## src/rtl/csr_except_ctrl_if.sv

```systemverilog
// Registered exception-group CSR values exported by csr_except_ctrl.
interface csr_except_info #(
    parameter int unsigned DATA_WIDTH = 32
);
    logic [DATA_WIDTH-1:0] crmd;
    logic [DATA_WIDTH-1:0] ecfg;
    logic [DATA_WIDTH-1:0] estat;
    logic [DATA_WIDTH-1:0] era;

    modport o (output crmd, ecfg, estat, era);
    modport i (input crmd, ecfg, estat, era);
endinterface

```

## src/rtl/csr_except_ctrl.sv

```systemverilog
// Exception/interrupt sequencer for CRMD/PRMD/ECFG/ESTAT/ERA/EENTRY: CSR access,
// exception entry, ERTN return and a one-cycle flush with redirect PC.
module csr_except_ctrl #(
    parameter int unsigned           DATA_WIDTH = 32,
    parameter int unsigned           HWI_NUM    = 8,
    parameter logic [DATA_WIDTH-1:0] EENTRY_RST = 32'h1C000000
) (
    input  logic                  clk,
    input  logic                  rst,
    input  logic                  csr_we,
    input  logic [13:0]           csr_waddr,
    input  logic [DATA_WIDTH-1:0] csr_wdata,
    input  logic [13:0]           csr_raddr,
    output logic [DATA_WIDTH-1:0] csr_rdata,
    input  logic                  commit_valid,
    input  logic [DATA_WIDTH-1:0] commit_pc,
    input  logic                  except_valid,
    input  logic [5:0]            except_ecode,
    input  logic [8:0]            except_esub,
    input  logic                  ertn_valid,
    input  logic [HWI_NUM-1:0]    hw_int,
    output logic                  ready,
    output logic                  int_pending,
    output logic                  flush,
    output logic [DATA_WIDTH-1:0] flush_pc,
    csr_except_info.o             info
);
    localparam logic [13:0] ADDR_CRMD   = 14'h0;
    localparam logic [13:0] ADDR_PRMD   = 14'h1;
    localparam logic [13:0] ADDR_ECFG   = 14'h4;
    localparam logic [13:0] ADDR_ESTAT  = 14'h5;
    localparam logic [13:0] ADDR_ERA    = 14'h6;
    localparam logic [13:0] ADDR_EENTRY = 14'hC;

    localparam logic [DATA_WIDTH-1:0] CRMD_WMASK   = 'h1FF;
    localparam logic [DATA_WIDTH-1:0] PRMD_WMASK   = 'h7;
    localparam logic [DATA_WIDTH-1:0] ECFG_WMASK   = 'h1BFF;
    localparam logic [DATA_WIDTH-1:0] ESTAT_WMASK  = 'h3;
    localparam logic [DATA_WIDTH-1:0] EENTRY_WMASK = 'hFFFF_FFC0;
    localparam logic [DATA_WIDTH-1:0] CRMD_RST     = 'h8;

    typedef enum logic {StIdle, StFlush} state_t;

    state_t                state_q, state_d;
    logic [DATA_WIDTH-1:0] crmd_q, crmd_d, prmd_q, prmd_d, ecfg_q, ecfg_d;
    logic [DATA_WIDTH-1:0] estat_q, estat_d, era_q, era_d, eentry_q, eentry_d;
    logic [DATA_WIDTH-1:0] flush_pc_q, flush_pc_d;

    logic take_int, take_exc, take_ertn;

    assign int_pending = crmd_q[2] & (|(estat_q[12:0] & ecfg_q[12:0]));
    assign take_int    = commit_valid & int_pending;
    assign take_exc    = take_int | (commit_valid & except_valid);
    assign take_ertn   = commit_valid & ertn_valid;

    always_comb begin
        state_d    = state_q;
        crmd_d     = crmd_q;
        prmd_d     = prmd_q;
        ecfg_d     = ecfg_q;
        estat_d    = estat_q;
        era_d      = era_q;
        eentry_d   = eentry_q;
        flush_pc_d = flush_pc_q;
        unique case (state_q)
            StIdle: begin
                if (take_exc) begin
                    prmd_d[2:0]     = crmd_q[2:0];
                    crmd_d[2:0]     = 3'b000;
                    estat_d[21:16]  = take_int ? 6'd0 : except_ecode;
                    estat_d[30:22]  = take_int ? 9'd0 : except_esub;
                    era_d           = commit_pc;
                    flush_pc_d      = eentry_q;
                    state_d         = StFlush;
                end else if (take_ertn) begin
                    crmd_d[2:0] = prmd_q[2:0];
                    flush_pc_d  = era_q;
                    state_d     = StFlush;
                end else if (csr_we) begin
                    case (csr_waddr)
                        ADDR_CRMD:   crmd_d   = (crmd_q & ~CRMD_WMASK) | (csr_wdata & CRMD_WMASK);
                        ADDR_PRMD:   prmd_d   = (prmd_q & ~PRMD_WMASK) | (csr_wdata & PRMD_WMASK);
                        ADDR_ECFG:   ecfg_d   = (ecfg_q & ~ECFG_WMASK) | (csr_wdata & ECFG_WMASK);
                        ADDR_ESTAT:  estat_d  = (estat_q & ~ESTAT_WMASK) | (csr_wdata & ESTAT_WMASK);
                        ADDR_ERA:    era_d    = csr_wdata;
                        ADDR_EENTRY: eentry_d = (eentry_q & ~EENTRY_WMASK)
                                                | (csr_wdata & EENTRY_WMASK);
                        default: ;
                    endcase
                end
            end
            StFlush: state_d = StIdle;
            default: state_d = StIdle;
        endcase
        // Hardware interrupt lines are tracked in every state.
        estat_d[2 +: HWI_NUM] = hw_int;
    end

    always_ff @(posedge clk or posedge rst) begin
        if (rst) begin
            state_q    <= StIdle;
            crmd_q     <= CRMD_RST;
            prmd_q     <= '0;
            ecfg_q     <= '0;
            estat_q    <= '0;
            era_q      <= '0;
            eentry_q   <= EENTRY_RST;
            flush_pc_q <= '0;
        end else begin
            state_q    <= state_d;
            crmd_q     <= crmd_d;
            prmd_q     <= prmd_d;
            ecfg_q     <= ecfg_d;
            estat_q    <= estat_d;
            era_q      <= era_d;
            eentry_q   <= eentry_d;
            flush_pc_q <= flush_pc_d;
        end
    end

    always_comb begin
        csr_rdata = '0;
        case (csr_raddr)
            ADDR_CRMD:   csr_rdata = crmd_q;
            ADDR_PRMD:   csr_rdata = prmd_q;
            ADDR_ECFG:   csr_rdata = ecfg_q;
            ADDR_ESTAT:  csr_rdata = estat_q;
            ADDR_ERA:    csr_rdata = era_q;
            ADDR_EENTRY: csr_rdata = eentry_q;
            default:     csr_rdata = '0;
        endcase
    end

    assign ready      = (state_q == StIdle);
    assign flush      = (state_q == StFlush);
    assign flush_pc   = flush_pc_q;
    assign info.crmd  = crmd_q;
    assign info.ecfg  = ecfg_q;
    assign info.estat = estat_q;
    assign info.era   = era_q;
endmodule

```

## src/flat_wrapper.sv

```systemverilog
// flat-port wrapper written by rule: the top's interface ports become plain ports
module csr_except_ctrl_flat 
#(
    parameter int unsigned           DATA_WIDTH = 32,
    parameter int unsigned           HWI_NUM    = 8,
    parameter logic [DATA_WIDTH-1:0] EENTRY_RST = 32'h1C000000
)
  (clk, rst, csr_we, csr_waddr, csr_wdata, csr_raddr, csr_rdata, commit_valid, commit_pc, except_valid, except_ecode, except_esub, ertn_valid, hw_int, ready, int_pending, flush, flush_pc, info_crmd, info_ecfg, info_estat, info_era);
  csr_except_info #(.DATA_WIDTH(DATA_WIDTH)) info_i ();
  input  logic clk;
  input  logic rst;
  input  logic csr_we;
  input  logic [13:0] csr_waddr;
  input  logic [DATA_WIDTH-1:0] csr_wdata;
  input  logic [13:0] csr_raddr;
  output logic [DATA_WIDTH-1:0] csr_rdata;
  input  logic commit_valid;
  input  logic [DATA_WIDTH-1:0] commit_pc;
  input  logic except_valid;
  input  logic [5:0] except_ecode;
  input  logic [8:0] except_esub;
  input  logic ertn_valid;
  input  logic [HWI_NUM-1:0] hw_int;
  output logic ready;
  output logic int_pending;
  output logic flush;
  output logic [DATA_WIDTH-1:0] flush_pc;
  output wire logic [$bits(info_i.crmd)-1:0] info_crmd;
  output wire logic [$bits(info_i.ecfg)-1:0] info_ecfg;
  output wire logic [$bits(info_i.estat)-1:0] info_estat;
  output wire logic [$bits(info_i.era)-1:0] info_era;
  assign info_crmd = info_i.crmd;
  assign info_ecfg = info_i.ecfg;
  assign info_estat = info_i.estat;
  assign info_era = info_i.era;
  csr_except_ctrl #(.DATA_WIDTH(DATA_WIDTH), .HWI_NUM(HWI_NUM), .EENTRY_RST(EENTRY_RST)) u_core (.clk(clk), .rst(rst), .csr_we(csr_we), .csr_waddr(csr_waddr), .csr_wdata(csr_wdata), .csr_raddr(csr_raddr), .csr_rdata(csr_rdata), .commit_valid(commit_valid), .commit_pc(commit_pc), .except_valid(except_valid), .except_ecode(except_ecode), .except_esub(except_esub), .ertn_valid(ertn_valid), .hw_int(hw_int), .ready(ready), .int_pending(int_pending), .flush(flush), .flush_pc(flush_pc), .info(info_i));
endmodule
```

## config.mk

```make
export PLATFORM = sky130hd
export DESIGN_NAME = csr_except_ctrl_flat
export DESIGN_NICKNAME = d
export VERILOG_FILES = /design/src/rtl/csr_except_ctrl_if.sv /design/src/rtl/csr_except_ctrl.sv /design/src/flat_wrapper.sv
export SDC_FILE = /design/constraint.sdc
export NUM_CORES = 1
export LEC_CHECK = 0
export ABC_AREA = 1
export CAP_MARGIN = 20
export CORE_MARGIN = 2
export CORE_UTILIZATION = 30
export CTS_CLUSTER_SIZE = 25
export DETAILED_ROUTE_END_ITERATION = 10
export GPL_TIMING_DRIVEN = 0
export SLEW_MARGIN = 20
export SYNTH_ARGS = -nofsm -noshare
export SYNTH_HDL_FRONTEND = slang
export SYNTH_SLANG_ARGS = --single-unit
```

## constraint.sdc

```tcl
create_clock -name clk -period 4.8 [get_ports clk]
set_input_delay 0.96 -clock clk [delete_from_list [all_inputs] [get_ports clk]]
set_output_delay 0.96 -clock clk [all_outputs]
set_load 0.05 [all_outputs]
```

==> results.cfg <==
[synth]
synth_compound_area_share_pct = 8.15
synth.yosys.warnings = 0
synth.cell_area_um2 = 7710
yosysTopAreaCell = dfrtp_1
yosys.area.top_type_share_pct = 44.2
synth.area.top_cells = dfrtp_1, nand2_1, nand3_1
muxShareOfSynthArea_pct = 0
yosysSeqAreaShare_pct = 45.5
yosysUniqueCellTypes = 31
syn_inst = 1078
syn-mean-instance-area_um2 = 7.15
synth_top_family_by_area = simple AND/OR/NAND/NOR gates
synth-simple-area-share_pct = 33.2
synth_seq_cells = 140
synthXorXnorAreaFrac_pct = 0
yosys.area_share.adder_pct = 0

[sta]
max_freq_ghz = 0.217
relSlewSlack_pct = 53.5
worstMarginPinSlew_ps = 697
finalSetupTns_ps = 0
setup_viol = 0
report.final.hold_viol_count = 0
fin_crit_sh_pct = 95.9
period_minus_slack_ps = 4600
slew_viol_final = 0
rsz0062_at_grt = no
skew_ps = 14.6

[route]
drtIter0Drc = 564
route.detailed.drc = 0
wirelength_um = 29600
vias_per_cell = 4.50
firstDrtPassIters = 4
ant_nets = 0
vias = 7910
wire_per_inst_um = 16.8

[setup_path]
r2r-end = u_core.eentry_q[26]
required_ps = 3840
r2r-start = u_core.info.ecfg[5]
crit_arrival_ps = 3640
crit_end = csr_rdata[30]
crit_path_cell_trace = clkdlybuf4s50_1 > inv_1 > nor2_1 > inv_1 > nor2_2 > nand2_1 > buf_1 > o211ai_1 > dlygate4sd2_1
cpMostUsedCell = inv_1
crit_type = input pin to primary output
crit_cells = 9
cp_num_buf_inv = 5
path_max_fanout = 10
setup.worst_path.end_class = primary output
crit_start = csr_raddr[2]
cpMaxStageDelayCell = dlygate4sd2_1
rr_worst_depth = 10
cpLargestDelayFamily = buffers and inverters
reg2reg_slack_ps = 2600
cpPeakStageDelay_ps = 570
startpoint_type = input pin

[global_routing]
grt.met3_usage_pct = 3.81
grt_pass1_vias = 7753
grt_max_degree = 73
grt-ovfl-total = 0
met2_usage_pct = 36.2
grt_pass1_wl_um = 45000
busiest_layer = met2
antenna_found_initial = 0
gr-usage-all-layers_pct = 22.1
use_met1_pct = 29.7

[power]
peakVddDrop_mv = 0.226
leakage_nw = 6.06
p_per_area_nw_per_um2 = 490

[die]
die-area_um2 = 27000
dieWidth_um = 164
coreArea_um2 = 25200
ios = 316
num_rows = 58
start_util_pct = 30.6
die_h_um = 164

[cts]
cts_buffers = 17
cts_max_level = 4
cts_hold_buffers = 0
cts_root_buffer = clkbuf_16
clock-sinks = 140
cts_tree = done
clk_pin_slew_ps = 60
clkLatencyLatePin_ps = 420
cts_buffer_depth = 2

[placed_design]
placed_area_um2 = 11000
hpwl_um = 22400
io_buffers = 265
gp_congestion = 0.824

[layout]
drive_gt1_share_pct = 10.2
fin_area_um2 = 11600
areaGrowthSynthToFinish_pct = 50.4
nets = 1537
final_cell_mix = nand2_1, clkdlybuf4s50_1, dfrtp_1, inv_1, nand3_1
final_util_pct = 46.0
num_antenna_cells = 0
final_common_cell = nand2_1

[hold_path]
hp-class = flip-flop to flip-flop

[flow_run]
cap_violations = 0

[outcome]
status = completed
## area by class of cell
cell class | count | area (µm²)
well taps | 330 | 413
flip-flops and latches | 140 | 3510
inverters | 105 | 402
fillers | 2586 | 13600
multi-input cells | 783 | 3380
clock inverters | 12 | 138
repair buffers | 270 | 2700
clock buffers | 19 | 433
plain buffers | 99 | 613
## synth_stat cells
master,count
nand2_1,447
dfrtp_1,136
inv_1,102
nand3_1,87
nor2_1,57
o21ai_0,56
buf_4,55
buf_2,27
o21ai_1,27
o211ai_1,18
clkbuf_1,12
nand4_1,9
a21oi_1,7
a22oi_1,4
buf_1,4
dfstp_2,4
nand2_2,4
nand3_2,4
inv_2,3
nand2_4,3
nor2_2,2
and3_1,1
clkbuf_2,1
conb_1,1
nand3b_1,1
nor2_4,1
nor3_2,1
nor3_4,1
o211ai_2,1
or2_1,1
or2_2,1
## state kept, by name, indices dropped and copies added (netlist names)
name and count:
u_core.flush_pc 32, u_core.info.era 32, u_core.info.estat 25, u_core.eentry_q 26, u_core.flush 1, u_core.info.ecfg 12, u_core.prmd_q 3, u_core.info.crmd 9
## worst register-to-register path, cell delays in order, from the launching register on
cell and delay, ps:
dfrtp_1 410, nand2_1 80, nand2_1 70, nor2_1 160
nand3_2 130, nand2_1 130, nand2_1 100, nand2_4 170
nand3_2 240, clkbuf_1 360, o21ai_0 270
## power breakdown
part	switching, mW	internal (mW)	total [mW]
sequential	0.250	1.47	1.72
combinational	1.84	0.818	2.66
clock	0.540	0.768	1.31
## cells by family (layout without fill, tap and decap cells)
family / Yosys count / in the layout
AOI/OAI and AO/OA: 113 / 113
and+or+nand+nor: 620 / 620
other: 1 / 50
DFF: 140 / 140
buffers and inverters: 204 / 505
## worst min-delay path by stage
stage / startpoint / endpoint / cells past startpoint
3_3_place_gp: u_core.flush_pc[14] / u_core.flush_pc[14] / 2
3_5_place_dp: u_core.flush_pc[21] / u_core.flush_pc[21] / 2
6_report: u_core.flush_pc[26] / u_core.flush_pc[26] / 2
4_1_cts: u_core.flush_pc[21] / u_core.flush_pc[21] / 2
2_1_floorplan: u_core.prmd_q[0] / u_core.prmd_q[0] / 2
5_1_grt: u_core.flush_pc[26] / u_core.flush_pc[26] / 2
## routing by layer
layer	wire, µm	up-vias
li1	-	3939
met1	13400	3638
met2	14000	291
met3	1580	42
met4	674	0
met5	0	-
## per-stage QoR
stage	setup WS, ps	std cells	hold WS, ps	total power [mW]
after floorplan	93.8	1127	464	3.38
after global placement	-2280	1722	462	4.38
after detailed placement	-388	1723	464	4.40
after CTS	62.6	1754	480	5.72
after global routing	27.9	1758	499	5.97
final	196	1758	477	5.68
## timing repair
| item | in CTS | in global routing |
|---|---|---|
| buffers inserted | 0 | 4 |
| resized for setup | 25 | 11 |
| pin swaps | 0 | 1 |
| hold endpoints to repair | 0 | 0 |
| setup endpoints to repair | 32 | 16 |
Power figures use the tool's default switching activity.
